`src/rtl/instr_pkg.sv`:
```
// instr_pkg: instruction field widths, loader states and word packing shared by load and fetch paths
package instr_pkg;
    localparam int OPCODE_W = 6;
    localparam int REG_W    = 5;
    localparam int IMM_W    = 16;
    localparam int WORD_W   = OPCODE_W + 2 * REG_W + IMM_W;

    typedef enum logic [2:0] {
        S_IDLE = 3'd0,
        S_B0   = 3'd1,
        S_B1   = 3'd2,
        S_B2   = 3'd3,
        S_B3   = 3'd4
    } ld_state_e;

    function automatic logic [WORD_W-1:0] pack_instr(
        input logic [OPCODE_W-1:0] opcode,
        input logic [REG_W-1:0]    reg1,
        input logic [REG_W-1:0]    reg2,
        input logic [IMM_W-1:0]    imm
    );
        return {opcode, reg1, reg2, imm};
    endfunction
endpackage

```
`src/rtl/instr_mem_loader_if.sv`:
```
// instr_mem_loader_if: field handshake into the loader and byte write bus out to instruction memory
interface instr_mem_loader_if
    import instr_pkg::*;
#(
    parameter int DEPTHI = 8
);
    logic                in_valid;
    logic                in_ready;
    logic [OPCODE_W-1:0] in_opcode;
    logic [REG_W-1:0]    in_reg1;
    logic [REG_W-1:0]    in_reg2;
    logic [IMM_W-1:0]    in_imm;
    logic                mem_we;
    logic [DEPTHI-1:0]   mem_addr;
    logic [7:0]          mem_wdata;

    modport master (
        output in_valid, in_opcode, in_reg1, in_reg2, in_imm,
        input  in_ready, mem_we, mem_addr, mem_wdata
    );

    modport slave (
        input  in_valid, in_opcode, in_reg1, in_reg2, in_imm,
        output in_ready, mem_we, mem_addr, mem_wdata
    );
endinterface

```
`src/rtl/instr_mem_loader.sv`:
```
// instr_mem_loader: packs decoded fields into a word and writes it big-endian, one byte per cycle
module instr_mem_loader
    import instr_pkg::*;
#(
    parameter int WIDTH  = 32,
    parameter int DEPTHI = 8
) (
    input  logic              clk,
    input  logic              rst,
    input  logic              base_load,
    input  logic [DEPTHI-1:0] base_addr,
    instr_mem_loader_if.slave bus,
    output logic              busy,
    output logic              full,
    output logic [DEPTHI-2:0] word_count
);
    localparam logic [2:0] IDLE = S_IDLE;
    localparam logic [2:0] B0   = S_B0;
    localparam logic [2:0] B3   = S_B3;

    logic [2:0]        state;
    logic [2:0]        state_nxt;
    logic [DEPTHI-1:0] ptr;
    logic [DEPTHI-1:0] last_addr;
    logic [WIDTH-1:0]  shreg;
    logic [7:0]        last_data;
    logic              accept;

    assign busy          = state != IDLE;
    assign bus.in_ready  = !busy && !full && !base_load;
    assign accept        = bus.in_valid && bus.in_ready;
    assign bus.mem_we    = busy;
    assign bus.mem_addr  = busy ? ptr : last_addr;
    assign bus.mem_wdata = busy ? shreg[WIDTH-1 -: 8] : last_data;

    // Idle waits for an accept; byte states step B0..B3 and fall back to idle
    always_comb state_nxt = !busy ? (accept ? B0 : IDLE) : (state == B3 ? IDLE : state + 3'd1);

    // State register; reset aborts any word in flight
    always_ff @(posedge clk or negedge rst) begin
        if (!rst) state <= IDLE;
        else      state <= state_nxt;
    end

    // Shift register: load the packed word on accept, move the next byte to the top each write
    always_ff @(posedge clk or negedge rst) begin
        if (!rst)        shreg <= '0;
        else if (accept) shreg <= pack_instr(bus.in_opcode, bus.in_reg1, bus.in_reg2, bus.in_imm);
        else if (busy)   shreg <= shreg << 8;
    end

    // Pointer, last written byte, word counter and sticky wrap flag
    always_ff @(posedge clk or negedge rst) begin
        if (!rst) begin
            ptr        <= '0;
            last_addr  <= '0;
            last_data  <= '0;
            full       <= 1'b0;
            word_count <= '0;
        end else if (busy) begin
            ptr       <= ptr + DEPTHI'(1);
            last_addr <= ptr;
            last_data <= shreg[WIDTH-1 -: 8];
            if (state == B3 && word_count != '1) word_count <= word_count + (DEPTHI-1)'(1);
            if (state == B3 && ptr == '1) full <= 1'b1;
        end else if (base_load) begin
            ptr        <= base_addr & ~DEPTHI'(3);
            full       <= 1'b0;
            word_count <= '0;
        end
    end
endmodule

```
`src/flat_wrapper.sv`:
```
// flat-port wrapper written by rule: the top's interface ports become plain ports
module instr_mem_loader_flat import instr_pkg::*;
#(
    parameter int WIDTH  = 32,
    parameter int DEPTHI = 8
)
  (clk, rst, base_load, base_addr, busy, full, word_count, bus_in_valid, bus_in_opcode, bus_in_reg1, bus_in_reg2, bus_in_imm, bus_in_ready, bus_mem_we, bus_mem_addr, bus_mem_wdata);
  instr_mem_loader_if #(.DEPTHI(DEPTHI)) bus_i ();
  input  logic clk;
  input  logic rst;
  input  logic base_load;
  input  logic [DEPTHI-1:0] base_addr;
  output logic busy;
  output logic full;
  output logic [DEPTHI-2:0] word_count;
  input wire logic [$bits(bus_i.in_valid)-1:0] bus_in_valid;
  input wire logic [$bits(bus_i.in_opcode)-1:0] bus_in_opcode;
  input wire logic [$bits(bus_i.in_reg1)-1:0] bus_in_reg1;
  input wire logic [$bits(bus_i.in_reg2)-1:0] bus_in_reg2;
  input wire logic [$bits(bus_i.in_imm)-1:0] bus_in_imm;
  output wire logic [$bits(bus_i.in_ready)-1:0] bus_in_ready;
  output wire logic [$bits(bus_i.mem_we)-1:0] bus_mem_we;
  output wire logic [$bits(bus_i.mem_addr)-1:0] bus_mem_addr;
  output wire logic [$bits(bus_i.mem_wdata)-1:0] bus_mem_wdata;
  assign bus_i.in_valid = bus_in_valid;
  assign bus_i.in_opcode = bus_in_opcode;
  assign bus_i.in_reg1 = bus_in_reg1;
  assign bus_i.in_reg2 = bus_in_reg2;
  assign bus_i.in_imm = bus_in_imm;
  assign bus_in_ready = bus_i.in_ready;
  assign bus_mem_we = bus_i.mem_we;
  assign bus_mem_addr = bus_i.mem_addr;
  assign bus_mem_wdata = bus_i.mem_wdata;
  instr_mem_loader #(.WIDTH(WIDTH), .DEPTHI(DEPTHI)) u_core (.clk(clk), .rst(rst), .base_load(base_load), .base_addr(base_addr), .bus(bus_i), .busy(busy), .full(full), .word_count(word_count));
endmodule
```
`config.mk`:
```
export PLATFORM = sky130hd
export DESIGN_NAME = instr_mem_loader_flat
export DESIGN_NICKNAME = d
export VERILOG_FILES = /design/src/rtl/instr_pkg.sv /design/src/rtl/instr_mem_loader_if.sv /design/src/rtl/instr_mem_loader.sv /design/src/flat_wrapper.sv
export SDC_FILE = /design/constraint.sdc
export NUM_CORES = 1
export LEC_CHECK = 0
export ABC_AREA = 1
export BUFFER_PORTS_ARGS = -buffer_cell sky130_fd_sc_hd__buf_2
export CAP_MARGIN = 20
export CORE_MARGIN = 4
export CORE_UTILIZATION = 35
export CTS_CLUSTER_DIAMETER = 40
export DETAILED_ROUTE_END_ITERATION = 7
export PLACE_DENSITY = 0.52
export REMOVE_ABC_BUFFERS = 1
export SYNTH_ARGS = -nofsm -noshare
export SYNTH_HDL_FRONTEND = slang
export SYNTH_SLANG_ARGS = --single-unit
export TNS_END_PERCENT = 1
```
`constraint.sdc`:
```
create_clock -name clk -period 1.7 [get_ports clk]
set_clock_uncertainty 0.15 [all_clocks]
set_input_delay 0.17 -clock clk [delete_from_list [all_inputs] [get_ports clk]]
set_output_delay 0.17 -clock clk [all_outputs]
set_load 0.005 [all_outputs]
```
==> impl_metrics.ini <==
[status]
status = complete, but fails checks
violations = negative setup slack

[logic_synthesis]
async_flop_share_pct = 100
synthFlopType = dfrtp_1
synth_edf_count = 0
ys_warn_count = 0
synthTopCellsByCount = nand2_1 (176), dfrtp_1 (67), nand3_1 (38), inv_1 (30), nor2_1 (18)
yosys-top-cells-area = dfrtp_1 (53%), nand2_1 (21%), nand3_1 (6.0%), inv_1 (3.5%), nor2_1 (2.1%)
synth-seq-cells = 67
syn_area_per_cell_sq_um = 8.14
syn_inst = 392
yosysTopAreaCell = dfrtp_1
yosysMostFrequentCell = nand2_1
yosysTopAreaCellShare_pct = 52.6
ys_types = 27
synth-seq-area-share_pct = 52.6
synthesis.area_sq_um = 3190

[sta]
final_hold_viol_count = 0
grt_setup_unrepaired = true
setup_ws_ns = -0.219
fin_crit_sh_pct = 113
setup_viol = 17
drv_slew = 0
tightest_slew_ns = 0.338
max_slew_margin_pct = 77.3
layout_min_cycle_time_ns = 1.92
max_freq_mhz = 521

[clock_tree]
clock_sinks = 67
htree_levels = 3
cts.path.max_buffers = 2
cts_root_buf = clkbuf_8
numCtsBuffers = 9
clk-insertion-delay-late_ns = 0.34
clk_pin_slew_ns = 0.07
cts_tree = done

[global_routing]
grt_pass1_wl_um = 13000
grt_antenna_before_repair = 0
grt_usage_pct = 15.7
overflow = 0
grt_start_max_net_pins = 42
grt_pass1_vias = 2787

[hold_path]
min_path_type = input pin to flip-flop

[placed_design]
dp.cells = 571
portBuffers = 68
gp_congestion = 0.803
dpl.hpwl_um = 5100
place_worst_setup_slack_ns = -0.0677

[setup_path]
endpoint_kind = output pin
arrival_ns = 1.60
cpPeakStageDelay_ns = 0.39
required_ns = 1.38
cp_cell_sequence = inv_2, ha_4, inv_2, nor2_4, buf_12, nor2_1, nor2_1, buf_2
cpLargestDelayFamily = buffers and inverters
crit_slowest_cell = dfrtp_1
crit_buf_inv = 4
critPathMaxFanout = 15
start_kind = flip-flop
critPathKind = flip-flop to output pin

[power_and_ir_drop]
power.density_nw_per_um2 = 1490
peakVddDrop_uv = 649
p_leak_nw = 2.38

[finish]
nNetsFinal = 565
drive_gt1_share_pct = 25.9
syn_to_final_growth_pct = 39.7
multi_input_area_sq_um = 1310
finalNonFillerCells = 630
regArea_sq_um = 1680
diodes = 0
fillers = 867

[floorplanning]
die_height_um = 103
dieWidth_um = 103
start_util_pct = 36.2
rows = 34
fp.coreArea_sq_um = 8810
die_area_sq_um = 10700
pin_count = 71

[drt]
detail-route-antenna-nets = 0
drt_wl_total_um = 7440
post-route-drc-count = 0
drt_iter0_drc = 126
viasPerCell = 4.49
vias = 2828
firstDrtPassIters = 4
wl_per_cell_um = 11.8

[job]
maxCapViolations = 0
-- cell usage in the layout, fill, tap and decap left out, drive strengths merged --
| cell type | n |
|---|---|
| bufinv | 2 |
| a21oi | 5 |
| nor2 | 23 |
| nand4 | 2 |
| dfrtp | 67 |
| clkinvlp | 1 |
| clkinv | 3 |
| a31oi | 1 |
| clkbuf | 10 |
| o21ai | 17 |
| o211ai | 2 |
| nand3 | 39 |
| nor3 | 1 |
| ha | 4 |
| nand3b | 2 |
| o21a | 2 |
| nand2 | 178 |
| buf | 90 |
| dlygate4sd3 | 39 |
| or2 | 1 |
| inv | 33 |
-- tightest hold or removal path, delay by kind of cell --
kind          cells  cell delay (ns)
simple gates      3             0.17
buf+inv           2             0.25
-- state kept, by name, indices dropped and copies added (netlist names) --
register,flops
u_core.ptr,8
u_core.word_count,7
u_core.full,1
u_core.last_addr,8
u_core.shreg,32
u_core.state,3
u_core.last_data,8
-- cell type report --
type	instances	share of cell area, %
Multi-Input combinational cell	277	29.4
Tap cell	108	3.03
Clock inverter	6	2.02
Inverter	33	2.84
Timing Repair Buffer	129	22.1
Clock buffer	10	2.87
Sequential cell	67	37.7
-- power breakdown --
part / switching (W) / internal (W)
combinational: 0.00147 / 0.00122
sequential: 0.000346 / 0.00215
clock: 0.000638 / 0.000829
total: 0.00245 / 0.00420
-- per-stage QoR --
step           utilization, %  cell area (sq um)  total power, W  hold WS, ns  TNS [ns]
6_report                 50.6               4450         0.00666        0.140     -2.69
5_1_grt                  50.6               4450         0.00726        0.140     -4.58
4_1_cts                  50.2               4420         0.00668        0.123     -3.34
3_5_place_dp             42.6               3750         0.00495       0.0256    -0.503
3_3_place_gp             42.6               3750         0.00490       0.0311   -0.0403
2_1_floorplan               -               3060         0.00384       -0.276    -10.59
-- worst paths after layout --
path | from | end | slack (ns) | cells after the start
max in group asynchronous | rst | u_core.shreg[4] | 0.96 | 3
worst min register to register | u_core.last_addr[3] | u_core.last_addr[3] | 0.32 | 2
worst max-delay path | u_core.state[0] | bus_mem_addr[7] | -0.22 | 8
worst min-delay path | base_load | u_core.ptr[3] | 0.14 | 5
worst max register to register | u_core.state[0] | u_core.shreg[12] | 0.11 | 8
min in group asynchronous | rst | u_core.word_count[4] | 0.20 | 3
-- cells by family after synthesis --
family                     count (synthesis)  share of synthesized area, %
and+or+nand+nor                          246                          32.8
DFF                                       67                          52.6
buffers and inverters                     48                          7.96
AOI/OAI and AO/OA                         27                          5.06
adders and majority gates                  4                          1.57
-- repair_timing --
action                     in CTS  in global routing
pin swaps                       0                  0
resized for setup              15                 13
setup buffers                   4                  0
hold endpoints to repair      105                  0
hold buffers                   39                  0
setup endpoints to repair      26                 27
-- metal layers --
layer / vias up / share of wire [%] / GRT usage, %
met1: 1273 / 47 / 22.0
met2: 60 / 46 / 23.4
met4: 0 / 2.4 / 7.27
li1: 1481 / - / -
met5: - / 0 / 0
met3: 14 / 3.8 / 3.22
Power figures use the tool's default switching activity.
